### src/rtl/bcd_display_scan.sv
// Four-digit multiplexed 7-segment driver for the BCD adder result.
// It shows the carry digit plus hundreds, tens and units, with leading-zero blanking and a dash for non-BCD nibbles.
module bcd_display_scan #(
  parameter int SCAN_DIV = 4
) (
  input  logic        clk,
  input  logic        rst,
  input  logic        load,
  input  logic [11:0] sum,
  input  logic        carry,
  output logic [6:0]  seg,
  output logic [3:0]  an,
  output logic        frame
);

  localparam int PW = (SCAN_DIV > 1) ? $clog2(SCAN_DIV) : 1;
  localparam logic [PW-1:0] PRESC_LAST = PW'(SCAN_DIV - 1);

  typedef enum logic [1:0] {
    DIG_UNITS    = 2'd0,
    DIG_TENS     = 2'd1,
    DIG_HUNDREDS = 2'd2,
    DIG_CARRY    = 2'd3
  } digit_e;

  digit_e        idx_q, idx_d;
  logic [PW-1:0] presc_q, presc_d;
  logic [12:0]   disp_q, disp_d;
  logic [6:0]    seg_q, seg_d;
  logic [3:0]    an_q, an_d;
  logic          frame_q, frame_d;
  logic          wrap;
  logic [3:0]    nibble;
  logic          blank;

  function automatic logic [6:0] decode(input logic [3:0] n);
    logic [6:0] s;
    case (n)
      4'd0:    s = 7'b0111111;
      4'd1:    s = 7'b0000110;
      4'd2:    s = 7'b1011011;
      4'd3:    s = 7'b1001111;
      4'd4:    s = 7'b1100110;
      4'd5:    s = 7'b1101101;
      4'd6:    s = 7'b1111101;
      4'd7:    s = 7'b0000111;
      4'd8:    s = 7'b1111111;
      4'd9:    s = 7'b1101111;
      default: s = 7'b1000000;
    endcase
    return s;
  endfunction

  always_ff @(posedge clk) begin
    if (rst) begin
      idx_q   <= DIG_UNITS;
      presc_q <= '0;
      disp_q  <= '0;
      seg_q   <= '0;
      an_q    <= '0;
      frame_q <= 1'b0;
    end else begin
      idx_q   <= idx_d;
      presc_q <= presc_d;
      disp_q  <= disp_d;
      seg_q   <= seg_d;
      an_q    <= an_d;
      frame_q <= frame_d;
    end
  end

  // Outputs are built from the pre-edge index and display value, so a load shows up one edge later.
  always_comb begin
    disp_d  = disp_q;
    presc_d = presc_q;
    idx_d   = idx_q;
    nibble  = 4'd0;
    blank   = 1'b0;

    if (load) begin
      disp_d = {carry, sum};
    end

    wrap = (presc_q == PRESC_LAST);
    if (wrap) begin
      presc_d = '0;
      idx_d   = digit_e'(2'(idx_q + 2'd1));
    end else begin
      presc_d = PW'(presc_q + 1'b1);
    end

    // A digit blanks only if it and every more-significant digit are zero; invalid nibbles are nonzero.
    case (idx_q)
      DIG_UNITS: begin
        nibble = disp_q[3:0];
        blank  = 1'b0;
      end
      DIG_TENS: begin
        nibble = disp_q[7:4];
        blank  = (disp_q[12:4] == 9'd0);
      end
      DIG_HUNDREDS: begin
        nibble = disp_q[11:8];
        blank  = (disp_q[12:8] == 5'd0);
      end
      default: begin
        nibble = {3'b000, disp_q[12]};
        blank  = ~disp_q[12];
      end
    endcase

    seg_d   = blank ? 7'b0000000 : decode(nibble);
    an_d    = 4'b0001 << idx_q;
    frame_d = (idx_q == DIG_UNITS) && (an_q == 4'b1000);
  end

  assign seg   = seg_q;
  assign an    = an_q;
  assign frame = frame_q;

endmodule

### config.mk
export PLATFORM = sky130hd
export DESIGN_NAME = bcd_display_scan
export DESIGN_NICKNAME = d
export VERILOG_FILES = /design/src/rtl/bcd_display_scan.sv
export SDC_FILE = /design/constraint.sdc
export NUM_CORES = 1
export LEC_CHECK = 0
export CORE_MARGIN = 2
export CORE_UTILIZATION = 50
export CTS_CLUSTER_SIZE = 24
export DETAILED_ROUTE_END_ITERATION = 7
export PLACE_DENSITY = 0.79
export RECOVER_POWER = 25
export SLEW_MARGIN = 20
export SYNTH_ARGS = -nofsm -noshare
export SYNTH_HDL_FRONTEND = slang
export SYNTH_SLANG_ARGS = --single-unit
### constraint.sdc
create_clock -name clk -period 3.46 [get_ports clk]
set_input_delay 0.692 -clock clk [delete_from_list [all_inputs] [get_ports clk]]
set_output_delay 0.692 -clock clk [all_outputs]
set_load 0.03 [all_outputs]
==> results of run 1 <==
==> layout make-up <==
cell class	count	area, um2
well taps	30	37.5
multi-input cells	87	658
inverters	6	22.5
clock inverters	1	5.00
fillers	213	816
repair buffers	27	270
clock buffers	7	65.1
flip-flops and latches	29	581
==> stage by stage <==
stage / util / setup slack (ns)
2_1_floorplan: - / 1.16
3_3_place_gp: 0.639 / 1.03
3_5_place_dp: 0.639 / 0.931
4_1_cts: 0.668 / 0.909
5_1_grt: 0.668 / 0.668
6_report: 0.668 / 0.901
==> registers in the layout, summed over array words and instances, names as in the netlist <==
| signal | cells |
|---|---|
| presc_q | 2 |
| an | 4 |
| idx_q | 2 |
| frame | 1 |
| seg | 7 |
| disp_q | 13 |
==> worst reg2reg max path, delay by kind of cell, from the launching register on <==
kind                       cells  cell delay, ns
DFF                            1            0.43
AOI/OAI and AO/OA              3            0.77
adders and majority gates      2            0.48
and+or+nand+nor                2            0.63
buffers and inverters          1            0.13
==> cells by family after synthesis <==
| family | count (synthesis) | synth area share |
|---|---|---|
| AO/OA/AOI/OAI | 22 | 0.129 |
| XOR/XNOR | 1 | 0.00682 |
| adder cells (fa/ha/maj) | 11 | 0.107 |
| buffers and inverters | 12 | 0.0360 |
| flip-flops | 29 | 0.452 |
| multiplexers | 15 | 0.118 |
| AND/OR/NAND/NOR | 38 | 0.152 |
==> metal layers <==
layer	vias to the layer above	share of wire
met5	-	0
met4	0	0.023
met3	5	0.056
met2	31	0.46
met1	457	0.46
li1	509	-
==> power by group <==
| group | internal (mW) | switching [mW] | leakage [nW] | total, mW |
|---|---|---|---|---|
| combinational | 0.0742 | 0.0791 | 0.418 | 0.153 |
| clock | 0.118 | 0.108 | 0.0413 | 0.225 |
| sequential | 0.359 | 0.0142 | 0.240 | 0.373 |
| total | 0.551 | 0.201 | 0.699 | 0.752 |
==> cells in the mapped netlist, drive strengths merged (2+ instances only) <==
library cell	count
inv	6
nor3	5
buf	2
a21o	2
o21ai	2
ha	11
nor3b	2
or2	2
clkbuf	4
a21oi	7
a222oi	3
mux2i	14
nand3	2
o211ai	2
nor2	20
dfxtp	29
==> worst max-delay path by stage <==
stage                   from     end  slack (ns)
floorplan           idx_q[1]  seg[4]        1.16
global placement    idx_q[1]  seg[4]        1.03
detailed placement  idx_q[1]  seg[4]        0.93
CTS                 idx_q[1]  seg[4]        0.91
global route        idx_q[0]  seg[4]        0.67
finish              idx_q[1]  seg[4]        0.90
==> results_dict.tcl, run 1 <==
set metrics [dict create \
    drc 0 \
    port_buffers 27 \
    drt-initial-drc-count 17 \
    cts.path.max_buffers 2 \
    synth_cell_types 32 \
    yosysSeqAreaShare 0.452 \
    cts-resized-gates 0 \
    fin_skew_ns 0.00607 \
    hold_viol 0 \
    ios 28 \
    r2r-start "idx_q[1]" \
    hpwlAfterDp_um 1860 \
    final_area_mm2 0.00164 \
    drt_wl_total_um 2460 \
    crit_fanout 6 \
    ys_ff_latch 29 \
    whs_path_depth 1 \
    fin_cells 187 \
    setup_tns_ns 0 \
    cts_root_buf "clkbuf_4" \
    grt_pass1_vias 892 \
    grt_max_degree 24 \
    r2r-end "seg[4]" \
    start_kind "flop" \
    top_usage_layer "met2" \
    power-per-cell-area_mw_per_mm2 459 \
    yosys.area.top_type_share 0.452 \
    fin_crit_sh 0.740 \
    path_common_cell "ha_1" \
    worst-path-stages 8 \
    dr.pass1.iters 4 \
    die_w_um 54.7 \
    peakVddDrop_v 0.000334 \
    met1_usage 0.227 \
    cts_tree "done" \
    grt_use_met3 0.0628 \
    path_buf_inv 1 \
    vias 1002 \
    path_cells "inv_1 -> ha_1 -> a222oi_1 -> nor2_1 -> ha_1 -> or3_2 -> o211ai_1 -> a21oi_1" \
    diodes 0 \
    wire_per_inst_um 13.2 \
    finalSetupViolCount 0 \
    slew_viol_final 0 \
    final_cell_mix "dfxtp_1, clkdlybuf4s50_1, nor2_1" \
    cts_setup_buffers 0 \
    outcome "finished, final reports clean" \
    dieArea_mm2 0.00299 \
    worstSkewPairLatency_ns 0.32 \
    syn_to_final_growth_pct 27.6 \
    cts_max_level 2 \
    synth_nets 155 \
    max_stage_delay_ns 0.60 \
    min_to "presc_q[0]" \
    grt_setup_unrepaired "no" \
    max_freq_ghz 0.391 \
    grt_antenna_before_repair 0 \
    slowest_stage "a222oi_1" \
    ys_async_sr_fraction 0 \
    num-nets-final 183 \
    cp_top_family "compound AO/OA/AOI/OAI gates" \
    die_h_um 54.7 \
    syn_avg_cell_area_um2 10.0 \
    holdBufCountCts 0 \
    hp-class "flop to flop" \
    gp_congestion 0.856 \
    gr-total-overflow 0 \
    yosysWarnings 0 \
    hold_ws_ns 0.448 \
    grt_usage 0.189 \
    drive_gt1_frac 0.108 \
    fin_crit_ns 2.56 \
    critPathKind "flop to flop" \
    synth_edf_count 0 \
    ant_nets 0 \
    path_clk_slew_ns 0.09 \
    synth_top_area_cell "dfxtp_1" \
    power_mw 0.752 \
    row_count 18 \
    core-area_mm2 0.00245 \
    cp.required_ns 3.64 \
    holdCritStartpoint "presc_q[0]" \
    numCtsBuffers 5 \
    viasPerCell 5.36 \
    grt_util_met2 0.282 \
    ys.flop_type "dfxtp_1" \
    cts_num_sinks 29 \
    syn_inst 128 \
    synth.area.top_cells "dfxtp_1, mux2i_1, ha_1" \
    worst_pin_slew_ns 0.787 \
    place_area_mm2 0.00157 \
    final_common_cell "dfxtp_1" \
    dp_cells 179 \
    synth_area_mm2 0.00128 \
    p_leak_nw 0.699 \
    crit_arrival_ns 2.74 \
    rrSetupSlack_ns 0.90 \
    initial_core_util 0.523 \
    maxCapViolCount 0 \
    rr_worst_depth 8 \
    grt_pass1_wl_um 3820 \
    cp-end-kind "flop" \
    slew_headroom 0.474 \
]
No activity file was read; power rests on OpenSTA's default activity.
==> inputs of run 2 (changes only) <==
- CORE_UTILIZATION: 50 -> 44
- PLACE_DENSITY: 0.79 -> 0.74
- clock period: 3.46 -> 2.34 ns (I/O delays scaled with it)
==> run 2 against run 1 <==
Design area up 2.7%. Worst setup slack worse by 0.80 ns. Largest power group unchanged. Die area up 13%. Wire length up 7.7%. Clock skew up 0.0019 ns. Cell count up 4.8%. First-iteration DRC count up 82%. Sequential share of layout area down 0.72 points. Critical path type unchanged. Power up 42%.
==> results_dict.tcl, run 2 (synthesis results as in run 1) <==
set metrics [dict create \
    cts_num_sinks 29 \
    grt_max_degree 23 \
    cts.path.max_buffers 2 \
    top_usage_layer "met2" \
    regMostFlops "disp_q" \
    drt-initial-drc-count 31 \
    row_count 19 \
    power-per-cell-area_mw_per_mm2 635 \
    gr-total-overflow 0 \
    vias 1032 \
    outcome "finished, final reports clean" \
    hold_ws_ns 0.432 \
    final_common_cell "dfxtp_1" \
    cts_max_level 2 \
    grt_pass1_vias 949 \
    num-nets-final 191 \
    cp.required_ns 2.53 \
    gp_congestion 0.827 \
    met1_usage 0.204 \
    cp-end-kind "flop" \
    crit_arrival_ns 2.42 \
    ios 28 \
    grt_pass1_wl_um 4410 \
    final_area_mm2 0.00168 \
    drc 0 \
    drt_wl_total_um 2650 \
    max_freq_ghz 0.447 \
    dr.pass1.iters 5 \
    fin_crit_sh 0.956 \
    core-area_mm2 0.00276 \
    numCtsBuffers 5 \
    die_h_um 58.0 \
    largest_reg_flops 13 \
    diodes 0 \
    final_cell_mix "dfxtp_1, clkdlybuf4s50_1, nor2_1" \
    drive_gt1_frac 0.145 \
    ant_nets 0 \
    slew_viol_final 0 \
    start_kind "flop" \
    max_stage_delay_ns 0.44 \
    path_clk_slew_ns 0.09 \
    syn_to_final_growth_pct 31.1 \
    finalSetupViolCount 0 \
    wire_per_inst_um 13.5 \
    utilization 0.611 \
    holdBufCountCts 0 \
    slowest_stage "or3_2" \
    grt_util_met2 0.289 \
    peakVddDrop_v 0.000419 \
    setup_tns_ns 0 \
    fin_crit_ns 2.24 \
    hold_viol 0 \
    crit_fanout 5 \
    slew_headroom 0.417 \
    power_mw 1.07 \
    port_buffers 27 \
    worst_pin_slew_ns 0.875 \
    die_w_um 58.0 \
    p_leak_nw 0.716 \
    dieArea_mm2 0.00337 \
    grt_setup_unrepaired "no" \
    hpwlAfterDp_um 1980 \
    grt_usage 0.180 \
    grt_antenna_before_repair 0 \
    fin_skew_ns 0.00792 \
    hp-class "flop to flop" \
    viasPerCell 5.27 \
    grt_use_met3 0.0759 \
    place_area_mm2 0.00162 \
    initial_core_util 0.466 \
    cts_root_buf "clkbuf_4" \
    cts_tree "done" \
    worstSkewPairLatency_ns 0.33 \
    maxCapViolCount 0 \
    path_cells "inv_1 -> ha_2 -> a222oi_1 -> buf_4 -> nor2_1 -> ha_1 -> or3_2 -> o211ai_1 -> a21oi_1" \
    critPathKind "flop to flop" \
]
run 2: changes by cell type in the layout (fill, tap and decap cells not counted), moves of 2 or more:
cell,before,now
ha_1,11,9
ha_2,0,2
clkbuf_1,0,4
clkbuf_8,2,0
buf_4,0,7
run 2: worst paths after layout:
path,startpoint,to,slack (ns),cells past startpoint
min,presc_q[0],presc_q[0],0.43,1
max reg2reg,idx_q[1],seg[4],0.10,9
min reg2reg,presc_q[0],presc_q[0],0.43,1
max,idx_q[1],seg[4],0.10,9
run 2: stage by stage:
stage               setup WS [ns]  instances
CTS                        0.0865        195
detailed placement        -0.0421        186
global placement            0.112        186
floorplan                  0.0417        128
global route              0.00754        196
finish                      0.103        196
run 2: routing by layer:
| metal | vias up | part of all wire |
|---|---|---|
| met2 | 31 | 0.46 |
| met1 | 471 | 0.46 |
| met5 | - | 0 |
| met4 | 0 | 0.023 |
| li1 | 523 | - |
| met3 | 7 | 0.059 |
run 2: final cells by class:
type	count	area (um2)
Inverter	6	22.5
Clock buffer	8	48.8
Tap cell	31	38.8
Multi-Input combinational cell	87	663
Sequential cell	29	584
Fill cell	245	1070
Timing Repair Buffer	35	327
run 2: critical path, delay by kind of cell, from the launching register on:
family,cells,cell delay (ns)
compound gates,3,0.56
simple gates,2,0.52
fa+ha+maj,2,0.40
flops,1,0.35
buf+inv,2,0.27
run 2: power by group:
part           total, mW  switching [mW]  internal [mW]  leakage, nW
Clock              0.278           0.159          0.119       0.0265
Combinational      0.240           0.121          0.119        0.449
Sequential         0.551          0.0201          0.531        0.240
Total               1.07           0.300          0.769        0.716
run 2: repair_timing:
item / CTS / global route
setup endpoints to repair: 1 / 2
pin swaps: 2 / 1
setup buffers: 1 / 1
resized for setup: 1 / 3
